$ cat src/rtl/addsub_pkg.sv
// addsub_pkg: shared definitions for the chunk-serial add/subtract unit.
//   state_t  : FSM state encoding (IDLE, RUN, DONE)
//   MODE_SUB : mode value selecting a - b
//   MODE_ADD : mode value selecting a + b
package addsub_pkg;

   typedef enum logic [1:0] {
      IDLE = 2'd0,
      RUN  = 2'd1,
      DONE = 2'd2
   } state_t;

   localparam logic MODE_SUB = 1'b0;
   localparam logic MODE_ADD = 1'b1;

endpackage

$ cat src/rtl/addsub_chunk.sv
// addsub_chunk: combinational CHUNK-bit ripple add/subtract slice.
//   a_s, b_s : operand slices
//   mode     : MODE_SUB (a_s - b_s - cin) or MODE_ADD (a_s + b_s + cin)
//   cin      : chain input (carry-in for add, borrow-in for sub)
//   s        : result slice
//   cout     : chain output (carry-out for add, borrow-out for sub)
module addsub_chunk
   import addsub_pkg::*;
#(
   parameter int CHUNK = 4
) (
   input  logic [CHUNK-1:0] a_s,
   input  logic [CHUNK-1:0] b_s,
   input  logic             mode,
   input  logic             cin,
   output logic [CHUNK-1:0] s,
   output logic             cout
);

   logic [CHUNK:0] c;

   assign c[0] = cin;

   for (genvar i = 0; i < CHUNK; i++) begin : g_cell
      // Sum/difference bit is identical for both operations; only the
      // chain-out term differs between full adder and full subtractor.
      assign s[i]   = a_s[i] ^ b_s[i] ^ c[i];
      assign c[i+1] = (mode == MODE_ADD)
                    ? ((a_s[i] & b_s[i]) | (c[i] & (a_s[i] ^ b_s[i])))
                    : ((~a_s[i] & b_s[i]) | (~(a_s[i] ^ b_s[i]) & c[i]));
   end

   assign cout = c[CHUNK];

endmodule

$ cat src/rtl/multicycle_addsub.sv
// multicycle_addsub: chunk-serial two's-complement add/subtract unit.
// Processes CHUNK bits per cycle over N = WIDTH/CHUNK cycles.
//   clk, rst            : clock, synchronous active-high reset
//   in_valid, in_ready  : operand handshake (accept when both high)
//   a, b, mode          : operands, mode 0 = a - b, 1 = a + b
//   out_valid, out_ready: result handshake
//   y                   : result modulo 2^WIDTH
//   cb                  : carry-out (add) / borrow-out (sub)
//   ovf                 : signed overflow of the full-width operation
module multicycle_addsub
   import addsub_pkg::*;
#(
   parameter int WIDTH = 16,
   parameter int CHUNK = 4
) (
   input  logic             clk,
   input  logic             rst,
   input  logic             in_valid,
   output logic             in_ready,
   input  logic [WIDTH-1:0] a,
   input  logic [WIDTH-1:0] b,
   input  logic             mode,
   output logic             out_valid,
   input  logic             out_ready,
   output logic [WIDTH-1:0] y,
   output logic             cb,
   output logic             ovf
);

   localparam int N  = WIDTH / CHUNK;
   localparam int IW = (N > 1) ? $clog2(N) : 1;

   if ((CHUNK < 1) || (CHUNK > WIDTH) || ((WIDTH % CHUNK) != 0)) begin : g_param_check
      $error("multicycle_addsub: WIDTH must be a non-zero multiple of CHUNK");
   end

   state_t           state;
   logic [WIDTH-1:0] a_r;
   logic [WIDTH-1:0] b_r;
   logic             mode_r;
   logic             chain;
   logic [IW-1:0]    idx;

   logic [CHUNK-1:0] a_s;
   logic [CHUNK-1:0] b_s;
   logic [CHUNK-1:0] s;
   logic             cout;
   logic             ovf_next;

   always_comb begin
      a_s = a_r[int'(idx)*CHUNK +: CHUNK];
      b_s = b_r[int'(idx)*CHUNK +: CHUNK];
   end

   addsub_chunk #(.CHUNK(CHUNK)) u_chunk (
      .a_s  (a_s),
      .b_s  (b_s),
      .mode (mode_r),
      .cin  (chain),
      .s    (s),
      .cout (cout)
   );

   // The result MSB is being written in the same cycle the flags are
   // captured, so overflow looks at the chunk output rather than y.
   always_comb begin
      ovf_next = 1'b0;
      if (mode_r == MODE_ADD)
         ovf_next = (a_r[WIDTH-1] == b_r[WIDTH-1]) && (s[CHUNK-1] != a_r[WIDTH-1]);
      else
         ovf_next = (a_r[WIDTH-1] != b_r[WIDTH-1]) && (s[CHUNK-1] != a_r[WIDTH-1]);
   end

   always_ff @(posedge clk) begin
      if (rst) begin
         state     <= IDLE;
         in_ready  <= 1'b1;
         out_valid <= 1'b0;
         y         <= '0;
         cb        <= 1'b0;
         ovf       <= 1'b0;
         idx       <= '0;
         chain     <= 1'b0;
         a_r       <= '0;
         b_r       <= '0;
         mode_r    <= MODE_SUB;
      end else begin
         case (state)
            IDLE: begin
               if (in_valid) begin
                  a_r      <= a;
                  b_r      <= b;
                  mode_r   <= mode;
                  idx      <= '0;
                  chain    <= 1'b0;
                  in_ready <= 1'b0;
                  state    <= RUN;
               end
            end
            RUN: begin
               y[int'(idx)*CHUNK +: CHUNK] <= s;
               chain <= cout;
               idx   <= idx + 1'b1;
               if (idx == IW'(N-1)) begin
                  cb        <= cout;
                  ovf       <= ovf_next;
                  out_valid <= 1'b1;
                  state     <= DONE;
               end
            end
            DONE: begin
               if (out_ready) begin
                  out_valid <= 1'b0;
                  in_ready  <= 1'b1;
                  state     <= IDLE;
               end
            end
            default: begin
               out_valid <= 1'b0;
               in_ready  <= 1'b1;
               state     <= IDLE;
            end
         endcase
      end
   end

endmodule

$ cat config.mk
export PLATFORM = sky130hd
export DESIGN_NAME = multicycle_addsub
export DESIGN_NICKNAME = d
export VERILOG_FILES = /design/src/rtl/addsub_pkg.sv /design/src/rtl/addsub_chunk.sv /design/src/rtl/multicycle_addsub.sv
export SDC_FILE = /design/constraint.sdc
export NUM_CORES = 1
export LEC_CHECK = 0
export CORE_MARGIN = 2
export CORE_UTILIZATION = 55
export CTS_CLUSTER_DIAMETER = 30
export DETAILED_ROUTE_END_ITERATION = 8
export GPL_ROUTABILITY_DRIVEN = 0
export PLACE_DENSITY = 0.82
export SYNTH_ARGS = -nofsm -noshare
export SYNTH_HDL_FRONTEND = slang
export SYNTH_SLANG_ARGS = --single-unit
$ cat constraint.sdc
create_clock -name clk -period 11.5 [get_ports clk]
set_clock_uncertainty 0.05 [all_clocks]
set_input_delay 2.3 -clock clk [delete_from_list [all_inputs] [get_ports clk]]
set_output_delay 2.3 -clock clk [all_outputs]
set_load 0.02 [all_outputs]
==> flow_metrics.tcl <==
set metrics [dict create \
    fp.dieArea_um2 5550 \
    grt_max_degree 59 \
    dr.pass1.iters 4 \
    grt_pass1_vias 2121 \
    whs_endpoint "y[7]$_SDFFE_PP0P_" \
    crit_path_max_incr_delay_ps 720 \
    ys_ff_latch 58 \
    period_share_pct 36.7 \
    cts_made_buffers 9 \
    n_antenna_cell 0 \
    setup_viol 0 \
    total_power_mw 0.445 \
    syn-cell-area_um2 2730 \
    crit_top_cell "fa_1" \
    io_buffer_count 56 \
    worstMarginPinSlew_ps 1160 \
    dr_total_vias 2242 \
    grtUsageTotal_pct 22.9 \
    drtIter0Drc 163 \
    post_cts_buffers 0 \
    avgViaCountPerCell 5.33 \
    grt_pass1_wl_um 9470 \
    path_cells "mux4_2, inv_1, fa_1, mux2i_1, fa_1, mux2_2, fa_1, mux2i_1, fa_1, and2_1, mux2i_1, a311oi_1" \
    root_buffer "clkbuf_8" \
    cp-start-kind "flop" \
    whs_path_depth 2 \
    cts_tree "yes" \
    fin_nets 400 \
    required_ps 11620 \
    die_h_um 74.5 \
    r2r-end "ovf$_SDFFE_PP0P_" \
    multi_input_area_um2 1400 \
    clockBufferDepth 2 \
    critPathSlowestCell "dfxtp_1" \
    ff2ff_path_depth 12 \
    place_area_um2 3250 \
    endpoint_kind "flop" \
    fmax_mhz 237 \
    whs_ps 401 \
    syn_to_final_growth_pct 25.1 \
    worst-setup-path-type "reg2reg" \
    hp-class "reg2reg" \
    synth_area_leaders "dfxtp_1 (43%), nand2_1 (11%), a21oi_1 (9.7%), mux4_2 (6.6%), fa_1 (5.9%)" \
    dp_hpwl_um 3920 \
    routed_wirelength_um 5540 \
    core_area_um2 4750 \
    clock-sinks 58 \
    yosys.area.top_type "dfxtp_1" \
    synthesis.nets 352 \
    critPathArrivalTime_ps 4340 \
    ys_types 35 \
    p_leak_nw 1.21 \
    clk_latency_ps 340 \
    period_needed_ps 4220 \
    cts_hold_buf 0 \
    slew_violations 0 \
    ys.warnings.count 0 \
    ff2ff_setup_slack_ps 7280 \
    rsz0062_at_grt "false" \
    vdd_ir_drop_max_uv 86.7 \
    seqCellArea_um2 1160 \
    ctsResizeCount 0 \
    min_from "y[7]$_SDFFE_PP0P_" \
    stdcell_area_um2 3420 \
    cap_violations 0 \
    p_per_area_nw_per_um2 130 \
    rows 25 \
    post_synth.cell_area_avg_um2 9.07 \
    initial_core_util_pct 57.4 \
    status "completed" \
    r2r_start "idx[1]$_SDFFE_PP0P_" \
    hold_violations 0 \
    final_layout_size_suffix_gt1_share_pct 7.91 \
    fillCellCount 400 \
    ant_nets 0 \
    post-route-util_pct 71.8 \
    syn_inst 301 \
    io_pins 57 \
    worstPathMaxFanout 13 \
    synth.top_cell.area_share_pct 42.5 \
    antenna_found_initial 0 \
    yosysSeqAreaShare_pct 42.5 \
    htree_levels 3 \
    wl_per_cell_um 13.2 \
    final.setup.tns_ps 0 \
    grt_overflow_total 0 \
    die_w_um 74.5 \
    cts.clk_slew.worst_paths_ps 60 \
    drc_errors 0 \
    slew_headroom_pct 22.8 \
]
final cells by class:
cell class                 instances  area share (%)
clock buffer                      13            4.36
clock inverter                     3           0.440
inverter                          11            1.21
multi-input combinational        212            41.1
sequential                        58            34.0
tap                               67            2.45
timing repair buffer              57            16.5
metal layers:
metal,vias to the layer above,global-route usage [%],routed length [um]
met1,1046,28.1,2310
li1,1120,-,-
met5,-,0,0
met2,63,36.8,2870
met4,0,13.1,144
met3,13,5.56,226
registers in the layout (all words and copies together), names as in the netlist, 2 cells and up:
signal / count
y: 16
a_r: 16
idx: 2
state: 2
b_r: 16
logic make-up (layout without fill, tap and decap cells):
logic type,Yosys count,in the layout,synth area share (%)
simple gates,121,121,20.9
buf+inv,31,84,6.37
xor+xnor,1,1,0.321
mux,13,13,8.47
flops,58,58,42.5
fa+ha+maj,14,14,8.61
compound gates,63,63,12.8
how the worst max path moves through the flow:
stage / start / to / slack (ps)
6_report: idx[1]$_SDFFE_PP0P_ / ovf$_SDFFE_PP0P_ / 7280
5_1_grt: idx[1]$_SDFFE_PP0P_ / ovf$_SDFFE_PP0P_ / 7040
4_1_cts: idx[1]$_SDFFE_PP0P_ / ovf$_SDFFE_PP0P_ / 7280
2_1_floorplan: idx[1]$_SDFFE_PP0P_ / ovf$_SDFFE_PP0P_ / 7790
3_3_place_gp: in_valid / a_r[1]$_SDFFE_PP0P_ / 7270
3_5_place_dp: in_valid / b_r[5]$_SDFFE_PP0P_ / 7240
layout by cell type, fill, tap and decap left out, types with 2 or more instances in the layout:
cell,Yosys,routed
dfxtp_1,58,58
ha_1,6,6
nand2b_1,2,2
nand3b_1,6,6
a311oi_1,2,2
clkdlybuf4s50_1,0,55
a21oi_1,53,53
a32oi_1,3,3
inv_1,11,11
nand2_1,81,81
nor2_1,9,9
nor2b_1,3,3
clkinv_2,0,3
nand4b_1,3,3
mux2i_1,4,4
o21bai_1,2,2
mux4_2,8,8
clkbuf_1,5,3
clkbuf_8,0,10
nand4_1,9,9
fa_1,8,8
metrics by stage:
step,cells,setup slack [ps]
3_5_place_dp,405,7240
3_3_place_gp,405,7270
2_1_floorplan,301,7790
5_1_grt,421,7040
6_report,421,7280
4_1_cts,421,7280
worst max-delay path, delay by kind of cell, from the launching register on:
| kind | cells | cell delay [ps] |
|---|---|---|
| simple gates | 1 | 180 |
| mux | 5 | 1460 |
| compound gates | 1 | 100 |
| buf+inv | 1 | 100 |
| fa+ha+maj | 4 | 1430 |
| flops | 1 | 720 |
Yosys cell counts (all sizes together):
library cell,instances
a211oi,1
inv,11
buf,14
a21oi,53
a311oi,2
a32oi,3
and2,1
nand2,81
nor2,9
fa,8
clkbuf,6
o32a,1
and3b,1
nand2b,2
mux2i,4
or2,1
mux4,8
dfxtp,58
ha,6
a22oi,1
nand4b,3
xnor2,1
nor2b,3
nor3b,3
mux2,1
nand4,9
and4bb,1
o21bai,2
nand3b,6
or3b,1
power breakdown:
part / total (mW) / internal, mW / switching [mW]
Combinational: 0.0694 / 0.0333 / 0.0361
Sequential: 0.217 / 0.210 / 0.00729
Clock: 0.159 / 0.0830 / 0.0760
Total: 0.445 / 0.326 / 0.119
No activity file was read; power rests on OpenSTA's default activity.
